### src/rtl/mux_arb_pkg.sv
// Shared types and sizes for the round-robin mux arbiter.
// No logic; latency n/a.
// Backpressure n/a.
package mux_arb_pkg;

    localparam int NUM_REQ    = 4;
    localparam int SEL_W      = 2;
    localparam int HOLD_CNT_W = 8;

    typedef enum logic [1:0] {
        IDLE  = 2'b00,
        GRANT = 2'b01
    } arb_state_t;

endpackage

### src/rtl/rr_pick.sv
// Rotating-priority picker: first set req bit at or above ptr, wrapping.
// Latency: combinational.
// Backpressure: none; found=0 when no request is pending.
module rr_pick
    import mux_arb_pkg::*;
(
    input  logic [NUM_REQ-1:0] req,
    input  logic [SEL_W-1:0]   ptr,
    output logic               found,
    output logic [SEL_W-1:0]   idx
);

    logic [SEL_W-1:0] cand;

    // Walk from lowest to highest priority so the highest-priority hit wins.
    always_comb begin
        found = 1'b0;
        idx   = ptr;
        cand  = ptr;
        for (int k = NUM_REQ - 1; k >= 0; k--) begin
            cand = ptr + SEL_W'(k);
            if (req[cand]) begin
                found = 1'b1;
                idx   = cand;
            end
        end
    end

endmodule

### src/rtl/mux_rr_arbiter.sv
// Round-robin arbiter owning the 4:1 data mux select; optional grant limit under ARB_TIMEOUT_EN.
// Latency: request-to-grant 1 cycle, release 1 cycle, one idle cycle between grants; data_out 0 cycles.
// Backpressure: grant held while owner keeps req high; unserved requests are not latched.
module mux_rr_arbiter
    import mux_arb_pkg::*;
#(
    parameter int MAX_HOLD = 8
)(
    input  logic               clk,
    input  logic               reset,
    input  logic [NUM_REQ-1:0] req,
    input  logic [NUM_REQ-1:0] data,
    output logic [NUM_REQ-1:0] gnt,
    output logic [SEL_W-1:0]   sel,
    output logic               busy,
    output logic               data_out,
    output logic               timeout
);

    localparam logic [HOLD_CNT_W-1:0] HOLD_LIMIT = HOLD_CNT_W'(MAX_HOLD - 1);

    arb_state_t         state_q, state_d;
    logic [SEL_W-1:0]   ptr_q, ptr_d;
    logic [NUM_REQ-1:0] gnt_d;
    logic [SEL_W-1:0]   sel_d;
    logic               busy_d;
    logic               timeout_d;
    logic               pick_found;
    logic [SEL_W-1:0]   pick_idx;

    rr_pick u_pick (
        .req   (req),
        .ptr   (ptr_q),
        .found (pick_found),
        .idx   (pick_idx)
    );

`ifdef ARB_TIMEOUT_EN
    logic [HOLD_CNT_W-1:0] hold_q, hold_d;
`else
    logic unused_hold_limit;
    assign unused_hold_limit = ^HOLD_LIMIT;
`endif

    always_comb begin
        state_d   = state_q;
        ptr_d     = ptr_q;
        gnt_d     = gnt;
        sel_d     = sel;
        busy_d    = busy;
        timeout_d = 1'b0;
`ifdef ARB_TIMEOUT_EN
        hold_d    = hold_q;
`endif
        unique case (state_q)
            IDLE: begin
                if (pick_found) begin
                    state_d = GRANT;
                    gnt_d   = NUM_REQ'(1) << pick_idx;
                    sel_d   = pick_idx;
                    busy_d  = 1'b1;
                    // Owner drops to lowest priority for the next arbitration.
                    ptr_d   = pick_idx + SEL_W'(1);
`ifdef ARB_TIMEOUT_EN
                    hold_d  = '0;
`endif
                end
            end
            GRANT: begin
                if (!req[sel]) begin
                    state_d = IDLE;
                    gnt_d   = '0;
                    busy_d  = 1'b0;
                end
`ifdef ARB_TIMEOUT_EN
                else if (hold_q == HOLD_LIMIT) begin
                    state_d   = IDLE;
                    gnt_d     = '0;
                    busy_d    = 1'b0;
                    timeout_d = 1'b1;
                end else begin
                    hold_d = hold_q + HOLD_CNT_W'(1);
                end
`endif
            end
            default: begin
                state_d = IDLE;
                gnt_d   = '0;
                busy_d  = 1'b0;
            end
        endcase
    end

    always_ff @(posedge clk) begin
        if (reset) begin
            state_q <= IDLE;
            ptr_q   <= '0;
            gnt     <= '0;
            sel     <= '0;
            busy    <= 1'b0;
        end else begin
            state_q <= state_d;
            ptr_q   <= ptr_d;
            gnt     <= gnt_d;
            sel     <= sel_d;
            busy    <= busy_d;
        end
    end

`ifdef ARB_TIMEOUT_EN
    always_ff @(posedge clk) begin
        if (reset) begin
            hold_q  <= '0;
            timeout <= 1'b0;
        end else begin
            hold_q  <= hold_d;
            timeout <= timeout_d;
        end
    end
`else
    logic unused_timeout_d;
    assign unused_timeout_d = timeout_d;
    assign timeout          = 1'b0;
`endif

    assign data_out = busy ? data[sel] : 1'b0;

endmodule

### config.mk
export PLATFORM = sky130hd
export DESIGN_NAME = mux_rr_arbiter
export DESIGN_NICKNAME = d
export VERILOG_FILES = /design/src/rtl/mux_arb_pkg.sv /design/src/rtl/rr_pick.sv /design/src/rtl/mux_rr_arbiter.sv
export SDC_FILE = /design/constraint.sdc
export NUM_CORES = 1
export LEC_CHECK = 0
export BUFFER_PORTS_ARGS = -buffer_cell sky130_fd_sc_hd__buf_2
export CAP_MARGIN = 5
export CORE_AREA = 5 5 42 44
export CTS_CLUSTER_SIZE = 12
export DETAILED_ROUTE_END_ITERATION = 10
export DIE_AREA = 0 0 47 49
export PLACE_DENSITY_LB_ADDON = 0.25
export SYNTH_ARGS = -nofsm -noshare
export SYNTH_HDL_FRONTEND = slang
export SYNTH_SLANG_ARGS = --single-unit
### constraint.sdc
create_clock -name clk -period 4.4 [get_ports clk]
set_input_delay 0.22 -clock clk [delete_from_list [all_inputs] [get_ports clk]]
set_output_delay 0.22 -clock clk [all_outputs]
set_load 0.02 [all_outputs]
==> key figures, run 1 <==
Run
  • Max-cap violations: 0

Timing
  • Worst slew margin: 0.409
  • Clk_skew: 3.49 ps
  • Least-Margin Pin Slew: 886 ps
  • Setup TNS: 0 ps
  • Fmax: 561 MHz
  • Final period util: 0.405
  • RSZ-0062 raised after global routing: false
  • Max Slew Vio Count: 0
  • Final setup vio count: 0
  • Tmin final: 1780 ps
  • Final hold violation count: 0

Place
  • Post-DP Area: 591 um^2
  • Post-DP HPWL: 844 um
  • RD Place Congestion: 0.748
  • Port Buf Inserts: 17

Global route
  • Largest net degree at the start of global routing: 10
  • Number of antenna violations at the first check in global routing: 0
  • First-pass GRT wire length: 1770 um
  • Vias in the first global route: 402
  • GRT Util Overall: 0.105
  • GRT Residual Overflow: 0

Logic synthesis
  • Post-synthesis sequential area ratio: 0.363
  • Synthesized cell area: 497 um^2
  • Synth unique cells: 26
  • Synthesis Warnings: 0
  • Mapped Avg Cell Area: 8.42 um^2
  • Cells after Synth: 59
  • Synth Register Bits: 9
  • Syn_nets: 69

Setup path
  • R2R Setup Slk: 2620 ps
  • Arrival @ worst endpoint: 1960 ps
  • Critical path required time: 4580 ps
  • CP peak stage delay: 750 ps
  • Crit path max fanout: 7
  • Crit path kind: flop to flop
  • Slowest cell on crit path: a222oi_1
  • Critical-path cell list: o22ai_1 -> a222oi_1 -> xnor2_1 -> a211oi_1
  • Element type at the critical path start: flop
  • Crit end category: flop

Clock network
  • # resized after CTS: 0
  • Clk root buf: clkbuf_4
  • CTS Buffer Depth: 2
  • CTS Hold Bufs: 0
  • Post-CTS Setup Bufs: 0
  • Clock Sinks: 9
  • Skew-Pair Late Insertion Delay: 260 ps
  • Clk slew on worst S/H paths: 60 ps
  • TritonCTS clock tree: built
  • H-tree depth: 1
  • TritonCTS Buffers: 3

Pwr
  • Total power: 0.000235 W
  • Int Power: 0.000158 W
  • Power Density: 381 mW/mm^2
  • P_sw: 0.0000770 W
  • Peak supply drop: 0.000169 V
  • Pleak: 0.278 nW
  • Sw frac: 0.328
  • Sequential Power Share: 0.427
  • Clock power share: 0.268
  • Combinational power share: 0.305

Final layout
  • Finished Cell Area: 617 um^2
  • Ratio of cells with drive above 1 in the final layout: 0.321
  • Layout area overhead: 24.2%
  • Final nets: 89
  • N_diodes: 0

Floorplan
  • CORE AREA: 0.00140 mm^2
  • Starting density of the core: 0.354
  • I/O Pins: 19
  • Full die area: 0.00230 mm^2
  • Rows: 14
  • Die W: 47 um
  • Chip Height: 49 um

Routing
  • ANT nets after route: 0
  • Final WL: 1100 um
  • DRC: 0
  • Vias per cell: 5.22
  • Vias: 491
  • Pre-antenna DRT Iters: 4
  • Drt wl/cell: 11.7 um
  • Starting DRT DRC Count: 4

Worst hold path
  • Min-delay worst type: primary input to flop

Status
  • Outcome: finished, final reports clean
-- metrics by stage --
stage	util	setup WS, ps	hold WS [ps]	cells
after floorplan	-	2690	419	59
after global placement	0.421	2720	440	90
after detailed placement	0.421	2660	452	90
after CTS	0.440	2640	212	94
after global routing	0.440	2450	228	94
final	0.440	2620	222	94
-- power groups by stage --
| stage | logic (W) | clock network [W] | registers, W |
|---|---|---|---|
| finish | 0.0000716 | 0.0000629 | 0.000100 |
| global route | 0.0000789 | 0.0000734 | 0.000102 |
| CTS | 0.0000722 | 0.0000666 | 0.000100 |
| detailed placement | 0.0000719 | 0 | 0.000102 |
| global placement | 0.0000716 | 0 | 0.000102 |
| floorplan | 0.0000448 | 0 | 0.000108 |
-- cell families after synthesis --
| kind of cell | after synthesis | share of synthesized area |
|---|---|---|
| buf+inv | 8 | 0.0680 |
| other cells | 1 | 0.00755 |
| mux | 3 | 0.121 |
| flops | 9 | 0.363 |
| compound gates | 17 | 0.232 |
| simple gates | 20 | 0.191 |
| xor+xnor | 1 | 0.0176 |
-- registers in the layout, indices dropped and copies added (netlist names) --
register and count:
sel 2, ptr_q 2, busy 1, gnt 4
-- worst max-delay path, delay by kind of cell (launching register included) --
family         cells  cell delay, ps
flip-flops         1             450
AO/OA/AOI/OAI      3            1130
XOR/XNOR           1             120
-- cells in the final DEF, fill, tap and decap left out, drive strengths merged, types with 2 or more instances in the layout --
| cell | count |
|---|---|
| nand2 | 5 |
| o22ai | 4 |
| a21oi | 6 |
| inv | 6 |
| nand3b | 2 |
| clkbuf | 4 |
| buf | 17 |
| nor2 | 8 |
| mux4 | 2 |
| a211oi | 2 |
| dfxtp | 9 |
-- routing by layer --
metal / share of wire / vias to the layer above / track usage
li1: - / 252 / -
met1: 0.44 / 216 / 0.138
met2: 0.45 / 21 / 0.149
met3: 0.099 / 2 / 0.0664
met4: 0.0091 / 0 / 0.0138
met5: 0 / - / 0
-- final timing paths --
path / start / to / cells after the start
setup reg to reg: ptr_q[1]$_SDFFE_PP0P_ / ptr_q[1]$_SDFFE_PP0P_ / 4
setup / recovery: ptr_q[1]$_SDFFE_PP0P_ / ptr_q[1]$_SDFFE_PP0P_ / 4
hold / removal: reset / sel[0]$_SDFFE_PP0P_ / 2
hold reg to reg: gnt[1]$_SDFFE_PP0P_ / gnt[1]$_SDFFE_PP0P_ / 2
-- layout make-up --
cell class / count / area, um^2
inverters: 6 / 22.5
fillers: 153 / 785
multi-input cells: 42 / 283
flip-flops and latches: 9 / 180
clock buffers: 4 / 26.3
well taps: 16 / 20.0
repair buffers: 17 / 85.1
-- synthesized netlist by cell type --
| library cell | instances | area [um^2] |
|---|---|---|
| dfxtp_1 | 9 | 180 |
| nor2_1 | 8 | 30.0 |
| a21oi_1 | 6 | 30.0 |
| inv_1 | 5 | 18.8 |
| nand2_1 | 5 | 18.8 |
| o22ai_1 | 4 | 25.0 |
| a211oi_1 | 2 | 15.0 |
| nand3b_1 | 2 | 15.0 |
| a222oi_1 | 1 | 10.0 |
| a2bb2oi_1 | 1 | 8.76 |
| a32oi_1 | 1 | 8.76 |
| and2_1 | 1 | 6.26 |
| buf_1 | 1 | 3.75 |
| buf_4 | 1 | 7.51 |
| conb_1 | 1 | 3.75 |
| inv_2 | 1 | 3.75 |
| mux2_2 | 1 | 11.3 |
| mux4_1 | 1 | 26.3 |
| mux4_2 | 1 | 22.5 |
| nor3_1 | 1 | 5.00 |
| nor3b_1 | 1 | 7.51 |
| nor4_1 | 1 | 6.26 |
| o21bai_1 | 1 | 7.51 |
| o31a_2 | 1 | 10.0 |
| or2_2 | 1 | 6.26 |
| xnor2_1 | 1 | 8.76 |
No activity file was read; power rests on OpenSTA's default activity.
==> inputs of run 2 (changes only) <==
==> constraint.sdc (replaced) <==
create_clock -name clk -period 1.81 [get_ports clk]
set_input_delay 0.0905 -clock clk [delete_from_list [all_inputs] [get_ports clk]]
set_output_delay 0.0905 -clock clk [all_outputs]
set_load 0.02 [all_outputs]
==> run 2 against run 1 <==
Effect of this change: via count is 3.5% higher; design area increased by 2.4%; final cell count is 2.1% higher; hold slack got worse by 120 ps; first-iteration DRC count grew 50%; routed wire length increased by 13%; count of clock-buffer cells in the layout unchanged; sequential share of layout area fell by 0.69 points; sequential power grew 140%; total power grew to 2.5 times the previous value; largest power group unchanged.
==> key figures, run 2 (synthesized netlist as in run 1, its figures left out) <==
Routing
  • Vias: 508 (+3.5%)
  • Drt wl/cell: 12.9 um (+11%)
  • Final WL: 1240 um (+13%)
  • ANT nets after route: 0 (unchanged)
  • Pre-antenna DRT Iters: 4 (unchanged)
  • Starting DRT DRC Count: 6 (+2)
  • Vias per cell: 5.29 (+1.3%)
  • DRC: 0 (unchanged)

Floorplan
  • I/O Pins: 19 (unchanged)
  • Rows: 14 (unchanged)
  • Die W: 47 um (unchanged)
  • Chip Height: 49 um (unchanged)
  • Full die area: 0.00230 mm^2 (unchanged)
  • CORE AREA: 0.00140 mm^2 (unchanged)
  • Starting density of the core: 0.354 (unchanged)

Final layout
  • Max FFs per register: 4 (unchanged)
  • Layout area overhead: 27.2%
  • Final nets: 91 (+2.2%)
  • Filler cell count: 156 (+2.0%)
  • Ratio of cells with drive above 1 in the final layout: 0.338 (+0.0170)
  • N_diodes: 0 (unchanged)
  • Commonest non-fill, non-tap cell in the layout: buf_2
  • Reg with most FFs: gnt
  • Largest regs: gnt x4, ptr_q x2, sel x2
  • Leading cell types in the layout, fill and taps excluded: buf_2, dfxtp_1, nor2_1, a21oi_1

Clock network
  • TritonCTS Buffers: 3 (unchanged)
  • Clk slew on worst S/H paths: 70 ps (about the same)
  • # resized after CTS: 0 (unchanged)
  • TritonCTS clock tree: built
  • CTS Buffer Depth: 2 (unchanged)
  • CTS Hold Bufs: 0 (unchanged)
  • Skew-Pair Late Insertion Delay: 260 ps (about the same)
  • H-tree depth: 1 (unchanged)
  • Post-CTS Setup Bufs: 0 (unchanged)
  • Clock Sinks: 9 (unchanged)
  • Clk root buf: clkbuf_4

Status
  • Outcome: finished, final reports clean

Timing
  • Final setup vio count: 0 (unchanged)
  • Fmax: 604 MHz (+7.6%)
  • Tmin final: 1660 ps (-126 ps)
  • Clk_skew: 10.1 ps (+6.64 ps)
  • RSZ-0062 raised after global routing: false
  • Max Slew Vio Count: 0 (unchanged)
  • Least-Margin Pin Slew: 557 ps (-329 ps)
  • Worst slew margin: 0.627 (+0.218)
  • Final hold violation count: 0 (unchanged)
  • Final period util: 0.915 (+0.510)
  • Setup TNS: 0 ps (unchanged)

Setup path
  • Worst r2r src: sel[0]$_SDFFE_PP0P_
  • Crit path max fanout: 4 (-3)
  • Crit path kind: flop to flop
  • Critical path required time: 1950 ps (-2630 ps)
  • Arrival @ worst endpoint: 1790 ps (-170 ps)
  • Crit end category: flop
  • Setup crit start: sel[0]$_SDFFE_PP0P_
  • Element type at the critical path start: flop

Pwr
  • Power Density: 932 mW/mm^2 (+140%)
  • Pleak: 0.288 nW (+3.6%)
  • Peak supply drop: 0.000405 V (+140%)
  • Total power: 0.000589 W (+150%)

Run
  • Max-cap violations: 0 (unchanged)

Worst hold path
  • Hold path start: reset
  • Min-delay worst type: primary input to flop

Place
  • RD Place Congestion: 0.732 (-2.1%)
  • Port Buf Inserts: 17 (unchanged)
  • Post-DP HPWL: 952 um (+13%)

Global route
  • Vias in the first global route: 421 (+4.7%)
  • GRT Util Overall: 0.110 (+0.00487)
  • First-pass GRT wire length: 1910 um (+8.2%)
  • Largest net degree at the start of global routing: 10 (unchanged)
  • Number of antenna violations at the first check in global routing: 0 (unchanged)
  • GRT Residual Overflow: 0 (unchanged)
run 2: stage by stage:
stage                      util  hold slack [ps]  worst slack [ps]  cells  instance area (um^2)
after CTS                 0.451              110               158     96                   632
after detailed placement  0.432              379               174     92                   606
final                     0.451              106               154     96                   632
after global placement    0.432              367               205     92                   606
after global routing      0.451              119              78.3     96                   632
after floorplan               -              290              99.8     59                   497
run 2: worst max-delay path: stages (launching register included):
cell	delay [ps]
dfxtp_1	400
mux4_1	590
mux2_2	310
nand2_1	70
o31a_2	120
nor2_1	30
run 2: metal layers:
| layer | global-route usage | share of wire |
|---|---|---|
| met2 | 0.172 | 0.46 |
| met5 | 0 | 0 |
| met3 | 0.0221 | 0.066 |
| met4 | 0.0138 | 0.0065 |
| met1 | 0.158 | 0.46 |
run 2: path summary, 6_finish.rpt:
path / to / slack [ps] / depth (start not counted)
worst max-delay path: gnt[0]$_SDFFE_PP0P_ / 150 / 5
worst min-delay path: sel[0]$_SDFFE_PP0P_ / 110 / 2
worst max register to register: gnt[0]$_SDFFE_PP0P_ / 150 / 5
worst min register to register: gnt[2]$_SDFFE_PP0P_ / 460 / 2
run 2: final cells by class:
class	count	area, um^2	share of cell area
Multi-Input combinational cell	42	283	0.448
Sequential cell	9	180	0.285
Timing Repair Buffer	19	100	0.158
Clock buffer	4	26.3	0.0416
Inverter	6	22.5	0.0356
Tap cell	16	20.0	0.0317
run 2: power breakdown:
part,switching (W),internal (W)
Sequential,0.0000226,0.000221
Combinational,0.000102,0.0000877
Clock,0.0000707,0.0000847
